## src/rtl/fifo_rd_pkg.sv

```systemverilog
// Shared types and constants for the FIFO read-side controller.
package fifo_rd_pkg;

  typedef enum logic [1:0] {
    IDLE  = 2'd0,
    DRAIN = 2'd1,
    FLUSH = 2'd2
  } rd_state_t;

  localparam int unsigned RD_COUNT_W = 16;

endpackage

```

## src/rtl/fifo_reader_if.sv

```systemverilog
// FIFO read handshake plus downstream valid/ready stream.
interface fifo_reader_if #(
  parameter int unsigned bits = 32
);

  logic            pndng;
  logic [bits-1:0] fifo_dout;
  logic            pop;
  logic            out_valid;
  logic [bits-1:0] out_data;
  logic            out_ready;

  modport master (
    input  pndng, fifo_dout, out_ready,
    output pop, out_valid, out_data
  );

  modport slave (
    output pndng, fifo_dout, out_ready,
    input  pop, out_valid, out_data
  );

endinterface

```

## src/rtl/out_buf2.sv

```systemverilog
// Two-entry FIFO-ordered valid/ready buffer; head entry drives rd_data.
module out_buf2 #(
  parameter int unsigned bits = 32
) (
  input  logic            clk,
  input  logic            rst,
  input  logic            wr_en,
  input  logic [bits-1:0] wr_data,
  output logic            rd_valid,
  output logic [bits-1:0] rd_data,
  input  logic            rd_ready,
  output logic [1:0]      occ
);

  logic [bits-1:0] ent0;
  logic [bits-1:0] ent1;
  logic            rd_en;

  assign rd_valid = (occ != 2'd0);
  assign rd_data  = ent0;
  assign rd_en    = rd_valid && rd_ready;

  // Entry shift/fill and occupancy tracking; ent0 is always the head.
  always_ff @(posedge clk) begin
    if (rst) begin
      occ  <= 2'd0;
      ent0 <= '0;
      ent1 <= '0;
    end else begin
      unique case ({wr_en, rd_en})
        2'b10: begin
          if (occ != 2'd2) begin
            if (occ == 2'd0) ent0 <= wr_data;
            else             ent1 <= wr_data;
            occ <= occ + 2'd1;
          end
        end
        2'b01: begin
          ent0 <= ent1;
          occ  <= occ - 2'd1;
        end
        2'b11: begin
          if (occ == 2'd1) begin
            ent0 <= wr_data;
          end else begin
            ent0 <= ent1;
            ent1 <= wr_data;
          end
        end
        default: ;
      endcase
    end
  end

endmodule

```

## src/rtl/fifo_reader.sv

```systemverilog
// Drains a programmed burst from fifo_flops and re-times it onto a valid/ready stream.
module fifo_reader
  import fifo_rd_pkg::*;
#(
  parameter  int unsigned bits      = 32,
  parameter  int unsigned max_burst = 16,
  localparam int unsigned BL_W      = $clog2(max_burst + 1)
) (
  input  logic                  clk,
  input  logic                  rst,
  fifo_reader_if.master         bus,
  input  logic                  start,
  input  logic [BL_W-1:0]       burst_len,
  output logic                  busy,
  output logic                  done,
  output logic [RD_COUNT_W-1:0] rd_count
);

  rd_state_t       state_q;
  rd_state_t       state_d;
  logic [BL_W-1:0] rem_q;
  logic [BL_W-1:0] rem_d;
  logic [BL_W-1:0] bl_clamped;
  logic            done_d;
  logic            pop_c;
  logic            xfer;
  logic [1:0]      occ;

  assign bl_clamped = (burst_len > BL_W'(max_burst)) ? BL_W'(max_burst) : burst_len;
  assign busy       = (state_q != IDLE);
  assign xfer       = bus.out_valid && bus.out_ready;
  assign bus.pop    = pop_c;

  out_buf2 #(.bits(bits)) u_buf (
    .clk      (clk),
    .rst      (rst),
    .wr_en    (pop_c),
    .wr_data  (bus.fifo_dout),
    .rd_valid (bus.out_valid),
    .rd_data  (bus.out_data),
    .rd_ready (bus.out_ready),
    .occ      (occ)
  );

  // State, remaining-word counter and done pulse registers.
  always_ff @(posedge clk) begin
    if (rst) begin
      state_q <= IDLE;
      rem_q   <= '0;
      done    <= 1'b0;
    end else begin
      state_q <= state_d;
      rem_q   <= rem_d;
      done    <= done_d;
    end
  end

  // Next-state, pop request and burst bookkeeping.
  always_comb begin
    state_d = state_q;
    rem_d   = rem_q;
    done_d  = 1'b0;
    pop_c   = 1'b0;
    unique case (state_q)
      IDLE: begin
        if (start) begin
          if (bl_clamped != '0) begin
            rem_d   = bl_clamped;
            state_d = DRAIN;
          end else begin
            state_d = FLUSH;
          end
        end
      end
      DRAIN: begin
        // Pop only with a word available, buffer room and burst words left.
        pop_c = !rst && bus.pndng && (occ < 2'd2) && (rem_q != '0);
        if (pop_c) begin
          rem_d = rem_q - BL_W'(1);
          if (rem_q == BL_W'(1)) state_d = FLUSH;
        end
      end
      FLUSH: begin
        if (occ == 2'd0) begin
          state_d = IDLE;
          done_d  = 1'b1;
        end
      end
      default: state_d = IDLE;
    endcase
  end

  // Downstream delivery counter; wraps naturally at its width.
  always_ff @(posedge clk) begin
    if (rst)       rd_count <= '0;
    else if (xfer) rd_count <= rd_count + RD_COUNT_W'(1);
  end

endmodule

```

## src/flat_wrapper.sv

```systemverilog
// flat-port wrapper written by rule: the top's interface ports become plain ports
module fifo_reader_flat import fifo_rd_pkg::*;
#(
  parameter  int unsigned bits      = 32,
  parameter  int unsigned max_burst = 16,
  localparam int unsigned BL_W      = $clog2(max_burst + 1)
)
  (clk, rst, start, burst_len, busy, done, rd_count, bus_pndng, bus_fifo_dout, bus_out_ready, bus_pop, bus_out_valid, bus_out_data);
  fifo_reader_if #(.bits(bits)) bus_i ();
  input  logic clk;
  input  logic rst;
  input  logic start;
  input  logic [BL_W-1:0] burst_len;
  output logic busy;
  output logic done;
  output logic [RD_COUNT_W-1:0] rd_count;
  input wire logic [$bits(bus_i.pndng)-1:0] bus_pndng;
  input wire logic [$bits(bus_i.fifo_dout)-1:0] bus_fifo_dout;
  input wire logic [$bits(bus_i.out_ready)-1:0] bus_out_ready;
  output wire logic [$bits(bus_i.pop)-1:0] bus_pop;
  output wire logic [$bits(bus_i.out_valid)-1:0] bus_out_valid;
  output wire logic [$bits(bus_i.out_data)-1:0] bus_out_data;
  assign bus_i.pndng = bus_pndng;
  assign bus_i.fifo_dout = bus_fifo_dout;
  assign bus_i.out_ready = bus_out_ready;
  assign bus_pop = bus_i.pop;
  assign bus_out_valid = bus_i.out_valid;
  assign bus_out_data = bus_i.out_data;
  fifo_reader #(.bits(bits), .max_burst(max_burst)) u_core (.clk(clk), .rst(rst), .bus(bus_i), .start(start), .burst_len(burst_len), .busy(busy), .done(done), .rd_count(rd_count));
endmodule
```

## config.mk

```make
export PLATFORM = sky130hd
export DESIGN_NAME = fifo_reader_flat
export DESIGN_NICKNAME = d
export VERILOG_FILES = /design/src/rtl/fifo_rd_pkg.sv /design/src/rtl/fifo_reader_if.sv /design/src/rtl/out_buf2.sv /design/src/rtl/fifo_reader.sv /design/src/flat_wrapper.sv
export SDC_FILE = /design/constraint.sdc
export NUM_CORES = 1
export LEC_CHECK = 0
export ABC_AREA = 0
export CAP_MARGIN = 30
export CORE_AREA = 5 5 140 142
export CTS_BUF_LIST = sky130_fd_sc_hd__clkbuf_16
export CTS_CLUSTER_DIAMETER = 30
export DETAILED_ROUTE_END_ITERATION = 8
export DIE_AREA = 0 0 145 147
export PLACE_DENSITY = 0.53
export SYNTH_ARGS = -nofsm -noshare
export SYNTH_HDL_FRONTEND = slang
export SYNTH_SLANG_ARGS = --single-unit
```

## constraint.sdc

```tcl
create_clock -name clk -period 3.34 [get_ports clk]
set_input_delay 0.835 -clock clk [delete_from_list [all_inputs] [get_ports clk]]
set_output_delay 0.835 -clock clk [all_outputs]
set_load 0.1 [all_outputs]
```

==> results of run 1 <==
==> power by group through the flow <==
stage,clock (uW),sequential [uW],combinational [uW]
CTS,1120,1310,2060
global placement,0,1320,2030
floorplan,0,2180,676
finish,1070,1310,2040
global route,1160,1320,2160
detailed placement,0,1330,2060
==> worst paths after layout <==
path                               to  slack [ns]  depth (start not counted)
max reg2reg       u_core.u_buf.occ[0]        0.91                          8
min reg2reg  u_core.u_buf.rd_data[29]        0.47                          2
min          u_core.u_buf.rd_data[29]        0.47                          2
max                           bus_pop        0.05                          5
==> routing by layer <==
layer / track usage, % / share of wire [%]
met2: 18.6 / 48
met3: 2.90 / 4.9
met1: 14.2 / 45
met4: 4.38 / 1.6
met5: 0 / 0
==> state kept, by name, indices dropped and copies added (netlist names) <==
register and flops:
u_core.rem_q 5, u_core.u_buf.rd_data 32, u_core.rd_count 16, u_core.done 1
u_core.state_q 2, u_core.u_buf.ent1 32, u_core.u_buf.occ 2
==> logic make-up (layout without fill, tap and decap cells) <==
family	Yosys count	after routing	synth area share, %
and+or+nand+nor	201	201	23.4
AOI/OAI and AO/OA	135	135	21.5
DFF	90	90	43.9
buffers and inverters	50	130	5.18
xor gates and xnor gates	11	11	2.35
adders and majority gates	7	7	2.13
muxes	6	6	1.52
==> synth_stat cells (3+ instances only) <==
| library cell | instances | share of area (%) |
|---|---|---|
| sky130_fd_sc_hd__dfxtp_1 | 90 | 44 |
| sky130_fd_sc_hd__nand2_1 | 70 | 6.4 |
| sky130_fd_sc_hd__nor2_1 | 50 | 4.6 |
| sky130_fd_sc_hd__a21oi_1 | 43 | 5.2 |
| sky130_fd_sc_hd__o21ai_0 | 36 | 4.4 |
| sky130_fd_sc_hd__nand3_1 | 35 | 4.3 |
| sky130_fd_sc_hd__a311oi_1 | 30 | 6.4 |
| sky130_fd_sc_hd__clkbuf_1 | 27 | 2.5 |
| sky130_fd_sc_hd__inv_1 | 10 | 0.92 |
| sky130_fd_sc_hd__nand2b_1 | 9 | 1.4 |
| sky130_fd_sc_hd__buf_2 | 8 | 0.98 |
| sky130_fd_sc_hd__ha_1 | 7 | 2.1 |
| sky130_fd_sc_hd__xor2_1 | 7 | 1.5 |
| sky130_fd_sc_hd__nand4_1 | 6 | 0.92 |
| sky130_fd_sc_hd__a211oi_1 | 5 | 0.92 |
| sky130_fd_sc_hd__nor2b_1 | 5 | 0.76 |
| sky130_fd_sc_hd__or3_1 | 5 | 0.76 |
| sky130_fd_sc_hd__a2bb2oi_1 | 4 | 0.85 |
| sky130_fd_sc_hd__buf_4 | 4 | 0.73 |
| sky130_fd_sc_hd__mux2i_1 | 4 | 0.98 |
| sky130_fd_sc_hd__nor4_1 | 4 | 0.61 |
| sky130_fd_sc_hd__xnor2_1 | 4 | 0.85 |
| sky130_fd_sc_hd__a31oi_1 | 3 | 0.46 |
| sky130_fd_sc_hd__and4_1 | 3 | 0.64 |
| sky130_fd_sc_hd__o22ai_1 | 3 | 0.46 |
| sky130_fd_sc_hd__o32ai_1 | 3 | 0.64 |
==> placed cells by master (no fill, tap or decap), drive strengths merged, types with 5 or more instances in the layout <==
cell           instances
dfxtp                 90
nand2                 70
buf                   64
nor2                  50
a21oi                 43
clkdlybuf4s50         40
o21ai                 36
nand3                 35
a311oi                30
inv                   11
nand2b                 9
clkbuf                 9
xor2                   7
ha                     7
nand4                  6
or3                    5
nor2b                  5
a211oi                 5
==> area by class of cell <==
cell class / instances / area (um^2) / area share, %
inverters: 10 / 37.5 / 0.685
clock inverters: 7 / 85.1 / 1.55
clock buffers: 9 / 225 / 4.11
well taps: 234 / 293 / 5.34
multi-input cells: 360 / 2110 / 38.5
repair buffers: 104 / 931 / 17.0
flip-flops and latches: 90 / 1800 / 32.9
==> per-stage QoR <==
stage          hold slack [ns]  cell area, um^2  util [%]
3_3_place_gp             0.462             5170      28.2
6_report                 0.474             5480      29.9
2_1_floorplan            0.454             4100         -
4_1_cts                  0.477             5480      29.9
3_5_place_dp             0.467             5170      28.2
5_1_grt                  0.494             5480      29.9
==> worst max-delay path, stage by stage <==
cell and delay, ns:
sky130_fd_sc_hd__clkdlybuf4s50_1 0.47, sky130_fd_sc_hd__or3b_1 0.35, sky130_fd_sc_hd__or3_1 0.37, sky130_fd_sc_hd__inv_1 0.21, sky130_fd_sc_hd__buf_12 0.21
==> flow_summary.json, run 1 <==
{
  "globalRouteOverflowTotal": 0,
  "routedWlPerCell_um": 15.2,
  "worst_path_fanout_max": 2,
  "pwr_density_nw_per_um2": 806,
  "totalWireLength_um": 12300,
  "worst-endpoint-required_ns": 2.50,
  "finalHoldViolations": 0,
  "yosys_warnings": 0,
  "critical_path.endpoint_type": "output port",
  "cap_violations": 0,
  "final-instance-count-excl-fill": 814,
  "ant_nets": 0,
  "synth_cell_type_count": 46,
  "outcome": "finished, final reports clean",
  "worst_skew_pair.late_latency_ns": 0.34,
  "max_freq_mhz": 304,
  "ys_async_sr_fraction_pct": 0,
  "final.period_utilization_pct": 98.5,
  "clk_pin_slew_ns": 0.06,
  "synth_enable_flop_cells": 0,
  "ys_seq_elements": 90,
  "areaGrowthSynthToFinish_pct": 33.6,
  "power_leakage_uw": 0.00198,
  "critPathKind": "input port to output port",
  "cts.repair.resized": 0,
  "sw_frac_of_total_pct": 46.9,
  "cellInternalPower_uw": 2350,
  "drive_gt1_share_pct": 14.7,
  "setup_violations": 0,
  "post_cts_setup_buffers": 0,
  "synth_ff_type": "sky130_fd_sc_hd__dfxtp_1",
  "layout_nets": 624,
  "max_slew_margin_pct": 31.9,
  "final.setup.worst_slack_ns": 0.0507,
  "synth_sequential_area_ratio_pct": 43.9,
  "clockRootBuffer": "sky130_fd_sc_hd__clkbuf_16",
  "floorplan.rows": 50,
  "die-width_um": 145,
  "hold_buffers": 0,
  "cts.sinks": 90,
  "pre_cts_ws_ns": 0.0365,
  "first_global_vias": 3763,
  "drt_first_pass_iters": 4,
  "syn-num-nets": 549,
  "timing.rr.start": "u_core.rem_q[0]",
  "power.combinational.fraction_pct": 46.2,
  "num-fill-cells": 1930,
  "setup-tns-final_ns": 0,
  "start_util_pct": 22.4,
  "final_period_minus_worst_setup_slack_ns": 3.29,
  "power.net_switching_uw": 2070,
  "detailedPlacementHpwl_um": 8300,
  "worst_ep_arrival_time_ns": 2.45,
  "worstSetupStartpoint": "bus_pndng",
  "cts-root-to-sink-buffers": 2,
  "grt_first_pass_wirelength_um": 20000,
  "post_synth_instance_area_um2": 4100,
  "grt_max_degree": 96,
  "initial_antenna_violation_count": 0,
  "globalRouteTotalUtil_pct": 11.3,
  "dp.cells": 798,
  "tritoncts": "yes",
  "h-tree-depth": 3,
  "worstMarginPinSlew_ns": 1.02,
  "total_die_area_um2": 21300,
  "vias_per_std_cell": 4.80,
  "clock_skew_ns": 0.00575,
  "insertedDiodeCount": 0,
  "synth_area_per_cell_um2": 8.21,
  "boundaryPins": 94,
  "route.vias.total": 3905,
  "postSynthCellCount": 500,
  "hp-class": "flip-flop to flip-flop",
  "place_congestion": 0.768,
  "cts_inserted_buffers": 9,
  "drc": 0,
  "die_height_um": 147,
  "sequentialPowerShare_pct": 29.5,
  "critical_path.startpoint_type": "input port",
  "min_from": "u_core.u_buf.ent1[29]",
  "number_of_pins_with_negative_max_slew_slack_in_the_final_report": 0,
  "peak_vdd_ir_v": 0.000291,
  "drt_iter0_markers": 207,
  "rsz0062_at_grt": "false",
  "core_region_area_um2": 18300,
  "place.port_buffers": 93,
  "p_total_uw": 4420,
  "clock_power_share_pct": 24.3
}
(Power assumes the default switching activity.)
==> run 2, diff against run 1 <==
- CTS_BUF_LIST: sky130_fd_sc_hd__clkbuf_16 -> sky130_fd_sc_hd__clkbuf_8 sky130_fd_sc_hd__clkbuf_16
==> run 2 against run 1 <==
Against the previous run: via count barely moved; clock skew rose by 0.00078 ns; first-iteration DRC count rose by 3.9%; critical path depth did not move; die area did not move; non-clock buffer count did not move; sequential power barely moved; critical path type unchanged; largest cell class unchanged.
==> flow_summary.json, run 2 (synthesized netlist as in run 1, its figures left out) <==
{
  "critPathKind": "input port to output port",
  "boundaryPins": 94,
  "areaGrowthSynthToFinish_pct": 33.9,
  "rsz0062_at_grt": "false",
  "max_slew_margin_pct": 31.9,
  "drc": 0,
  "critical_path.startpoint_type": "input port",
  "place.port_buffers": 93,
  "final.period_utilization_pct": 98.5,
  "finalHoldViolations": 0,
  "outcome": "finished, final reports clean",
  "post_cts_setup_buffers": 0,
  "peak_vdd_ir_v": 0.000291,
  "drt_first_pass_iters": 4,
  "first_global_vias": 3763,
  "worst_skew_pair.late_latency_ns": 0.34,
  "detailedPlacementHpwl_um": 8300,
  "p_total_uw": 4440,
  "grt_max_degree": 96,
  "initial_antenna_violation_count": 0,
  "die-width_um": 145,
  "worst-endpoint-required_ns": 2.50,
  "number_of_pins_with_negative_max_slew_slack_in_the_final_report": 0,
  "pwr_density_nw_per_um2": 809,
  "final_cell_mix": "sky130_fd_sc_hd__dfxtp_1, sky130_fd_sc_hd__nand2_1, sky130_fd_sc_hd__buf_4, sky130_fd_sc_hd__nor2_1, sky130_fd_sc_hd__a21oi_1",
  "final-instance-count-excl-fill": 814,
  "cts-root-to-sink-buffers": 2,
  "floorplan.rows": 50,
  "place_congestion": 0.768,
  "critPathMaxStageDelay_ns": 0.47,
  "worst_path_fanout_max": 2,
  "die_height_um": 147,
  "power_leakage_uw": 0.00199,
  "clockRootBuffer": "sky130_fd_sc_hd__clkbuf_16",
  "clk_pin_slew_ns": 0.06,
  "cts_inserted_buffers": 9,
  "layout_nets": 624,
  "route.vias.total": 3903,
  "max_freq_mhz": 304,
  "drive_gt1_share_pct": 14.8,
  "globalRouteOverflowTotal": 0,
  "worstMarginPinSlew_ns": 1.02,
  "cts.sinks": 90,
  "ant_nets": 0,
  "start_util_pct": 22.4,
  "cts.repair.resized": 0,
  "slowest_stage_cell_crit_path": "sky130_fd_sc_hd__clkdlybuf4s50_1",
  "cp_cell_sequence": "clkdlybuf4s50_1, or3b_1, or3_1, inv_1, buf_12",
  "setup_violations": 0,
  "totalWireLength_um": 12300,
  "worst_ep_arrival_time_ns": 2.45,
  "cap_violations": 0,
  "vias_per_std_cell": 4.79,
  "final_period_minus_worst_setup_slack_ns": 3.29,
  "grt_first_pass_wirelength_um": 20000,
  "drt_iter0_markers": 215,
  "dp.cells": 798,
  "layout.cells.most_common": "sky130_fd_sc_hd__dfxtp_1",
  "total_die_area_um2": 21300,
  "routedWlPerCell_um": 15.2,
  "insertedDiodeCount": 0,
  "globalRouteTotalUtil_pct": 11.3,
  "setup-tns-final_ns": 0,
  "hp-class": "flip-flop to flip-flop",
  "critical_path.endpoint_type": "output port",
  "tritoncts": "yes",
  "hold_buffers": 0,
  "clock_skew_ns": 0.00653,
  "h-tree-depth": 3,
  "core_region_area_um2": 18300
}
[run 2: through the flow]
step	setup slack (ns)	cell area, um^2	util [%]	hold slack (ns)
2_1_floorplan	0.204	4100	-	0.454
3_3_place_gp	0.0252	5170	28.2	0.462
3_5_place_dp	0.0365	5170	28.2	0.467
6_report	0.0507	5490	30.0	0.474
4_1_cts	0.0329	5490	30.0	0.477
5_1_grt	0.00115	5490	30.0	0.494
[run 2: power by group]
group	internal, uW	leakage, uW	switching [uW]
clock	671	0.000160	426
combinational	484	0.00110	1560
sequential	1220	0.000730	89.5
total	2370	0.00199	2070
[run 2: per-layer routing]
metal / vias up / track usage, % / routed length (um)
met4: 0 / 4.38 / 201
met3: 10 / 2.90 / 612
met2: 87 / 18.6 / 5960
met5: - / 0 / 0
met1: 1860 / 14.2 / 5560
li1: 1946 / - / -
[run 2: path summary, 6_finish.rpt]
path | start | endpoint | slack [ns] | cells after the start
hold reg to reg | u_core.u_buf.ent1[29] | u_core.u_buf.rd_data[29] | 0.47 | 2
setup reg to reg | u_core.rem_q[0] | u_core.u_buf.occ[0] | 0.91 | 8
setup / recovery | bus_pndng | bus_pop | 0.05 | 5
hold / removal | u_core.u_buf.ent1[29] | u_core.u_buf.rd_data[29] | 0.47 | 2
[run 2: cell type report]
cell class | count | area, um^2
fillers | 1928 | 12800
flip-flops and latches | 90 | 1800
multi-input cells | 360 | 2110
repair buffers | 104 | 931
well taps | 234 | 293
inverters | 10 | 37.5
clock buffers | 10 | 239
clock inverters | 6 | 81.3
[run 2: critical path: cells and delay by family]
kind | cells | cell delay (ns)
buffers and inverters | 3 | 0.89
and+or+nand+nor | 2 | 0.72
==> run 3, diff against run 2 <==
- PLACE_DENSITY: 0.53 -> 0.55
- clock period: 3.34 -> 3 ns (I/O delays scaled with it)
==> run 3 against run 2 <==
Against the previous run: register-to-register slack worse by 0.18 ns; sequential cell count unchanged; utilization is 0.57 points higher; die area stayed put; via count shrank 0.85%; sequential power increased by 11%; critical path type unchanged; critical endpoint unchanged.
==> flow_summary.json, run 3 (synthesized netlist as in run 1, its figures left out) <==
{
  "setup-tns-final_ns": 0,
  "worst_path_fanout_max": 2,
  "max_freq_mhz": 363,
  "worst_ep_arrival_time_ns": 2.00,
  "timing.rr.end": "u_core.rem_q[3]",
  "final_period_minus_worst_setup_slack_ns": 2.75,
  "hp-class": "flip-flop to flip-flop",
  "drt_iter0_markers": 215,
  "worst_path_dominant_cell_family": "simple AND/OR/NAND/NOR gates",
  "areaGrowthSynthToFinish_pct": 36.4,
  "clk_pin_slew_ns": 0.07,
  "min_delay_worst_endpoint": "u_core.u_buf.rd_data[21]",
  "finalHoldViolations": 0,
  "insertedDiodeCount": 0,
  "worst_r2r_path_depth": 7,
  "start_util_pct": 22.4,
  "clock_skew_ns": 0.00881,
  "vias_per_std_cell": 4.71,
  "hold_buffers": 0,
  "drc": 0,
  "floorplan.rows": 50,
  "place_congestion": 0.781,
  "die-width_um": 145,
  "drt_first_pass_iters": 4,
  "max_slew_margin_pct": 66.9,
  "first_global_vias": 3761,
  "layout.cells.most_common": "sky130_fd_sc_hd__dfxtp_1",
  "timing.rr.start": "u_core.rem_q[0]",
  "worst-path-buf-inv": 3,
  "boundaryPins": 94,
  "place.port_buffers": 93,
  "tritoncts": "yes",
  "final_core_util_pct": 30.5,
  "route.vias.total": 3870,
  "outcome": "finished, final reports clean",
  "globalRouteOverflowTotal": 0,
  "worstMarginPinSlew_ns": 0.494,
  "cts-root-to-sink-buffers": 2,
  "rsz0062_at_grt": "false",
  "final.period_utilization_pct": 91.8,
  "clockRootBuffer": "sky130_fd_sc_hd__clkbuf_16",
  "total_die_area_um2": 21300,
  "initial_antenna_violation_count": 0,
  "worst-endpoint-required_ns": 2.25,
  "drive_gt1_share_pct": 16.7,
  "die_height_um": 147,
  "critical_path.endpoint_type": "output port",
  "cts.sinks": 90,
  "area_used_by_multi_input_combinational_logic_um2": 2120,
  "slowest_stage_cell_crit_path": "sky130_fd_sc_hd__or3_4",
  "critical_path.startpoint_type": "input port",
  "cp_cell_sequence": "dlygate4sd2_1, or3b_4, or3_4, inv_4, buf_12",
  "totalWireLength_um": 12300,
  "num-fill-cells": 1954,
  "worst_skew_pair.late_latency_ns": 0.34,
  "r2r_slack_ns": 0.73,
  "layout_nets": 632,
  "setup_violations": 0,
  "final-instance-count-excl-fill": 822,
  "grt_max_degree": 72,
  "power_leakage_uw": 0.00203,
  "peak_vdd_ir_v": 0.000440,
  "cts_inserted_buffers": 9,
  "post_cts_setup_buffers": 0,
  "routedWlPerCell_um": 14.9,
  "critPathMaxStageDelay_ns": 0.41,
  "number_of_pins_with_negative_max_slew_slack_in_the_final_report": 0,
  "h-tree-depth": 3,
  "pwr_density_nw_per_um2": 899,
  "ant_nets": 0,
  "min_delay_path_depth": 2,
  "final_cell_mix": "sky130_fd_sc_hd__dfxtp_1, sky130_fd_sc_hd__nand2_1, sky130_fd_sc_hd__buf_4, sky130_fd_sc_hd__nor2_1, sky130_fd_sc_hd__a21oi_1",
  "detailedPlacementHpwl_um": 8050,
  "cap_violations": 0,
  "dp.cells": 806,
  "core_region_area_um2": 18300,
  "critPathKind": "input port to output port",
  "globalRouteTotalUtil_pct": 11.5,
  "min_from": "u_core.u_buf.ent1[21]",
  "seqCellArea_um2": 1800,
  "grt_first_pass_wirelength_um": 20100
}
run 3: changes by cell type in the layout (fill, tap and decap cells not counted), sizes merged:
cell,delta
clkdlybuf4s50,-1
dlygate4sd2,+1
buf,+8
clkinv,-1
inv,+1
run 3: worst max path at each step:
| stage | slack (ns) | cells past startpoint | end | from |
|---|---|---|---|---|
| 2_1_floorplan | 0.03 | 6 | bus_pop | rst |
| 3_3_place_gp | -0.09 | 5 | bus_pop | bus_pndng |
| 3_5_place_dp | -0.07 | 5 | bus_pop | bus_pndng |
| 4_1_cts | 0.23 | 5 | bus_pop | bus_pndng |
| 5_1_grt | 0.21 | 5 | bus_pop | bus_pndng |
| 6_report | 0.25 | 5 | bus_pop | bus_pndng |
run 3: where the power goes:
group | total [uW] | switching, uW | internal [uW]
logic | 2310 | 1740 | 571
clock network | 1270 | 506 | 764
registers | 1450 | 97.7 | 1350
total | 5030 | 2340 | 2690
run 3: area by class of cell:
| type | instances | area share (%) |
|---|---|---|
| multi-input combinational | 360 | 37.8 |
| clock inverter | 6 | 1.72 |
| sequential | 90 | 32.2 |
| clock buffer | 10 | 4.27 |
| tap | 234 | 5.23 |
| inverter | 10 | 0.716 |
| timing repair buffer | 112 | 18.0 |
run 3: routing by layer:
layer	GRT usage (%)	vias to the layer above	routed length, um
li1	-	1972	-
met1	15.3	1837	5830
met2	18.2	55	5860
met3	2.99	6	430
met4	3.39	0	135
met5	0	-	0
run 3: worst register-to-register path: cells and delay by family (launching register included):
family                   cells  cell delay (ns)
buffers and inverters        2             0.51
AND/OR/NAND/NOR              3             0.99
flip-flops                   1             0.35
adder cells (fa/ha/maj)      1             0.18
AO/OA/AOI/OAI                1             0.12
run 3: what timing repair did:
action | CTS | global route
endpoints found under the hold margin | 0 | 0
setup endpoints to repair | 1 | 0
gates resized for setup | 5 | 0
run 3: metrics by stage:
| stage | setup slack [ns] | hold WS [ns] | power, uW | area, um^2 |
|---|---|---|---|---|
| after floorplan | 0.0342 | 0.454 | 3170 | 4100 |
| after global placement | -0.0854 | 0.463 | 3810 | 5220 |
| after detailed placement | -0.0668 | 0.466 | 3810 | 5250 |
| after CTS | 0.227 | 0.477 | 5110 | 5600 |
| after global routing | 0.212 | 0.488 | 5300 | 5600 |
| final | 0.246 | 0.475 | 5030 | 5600 |
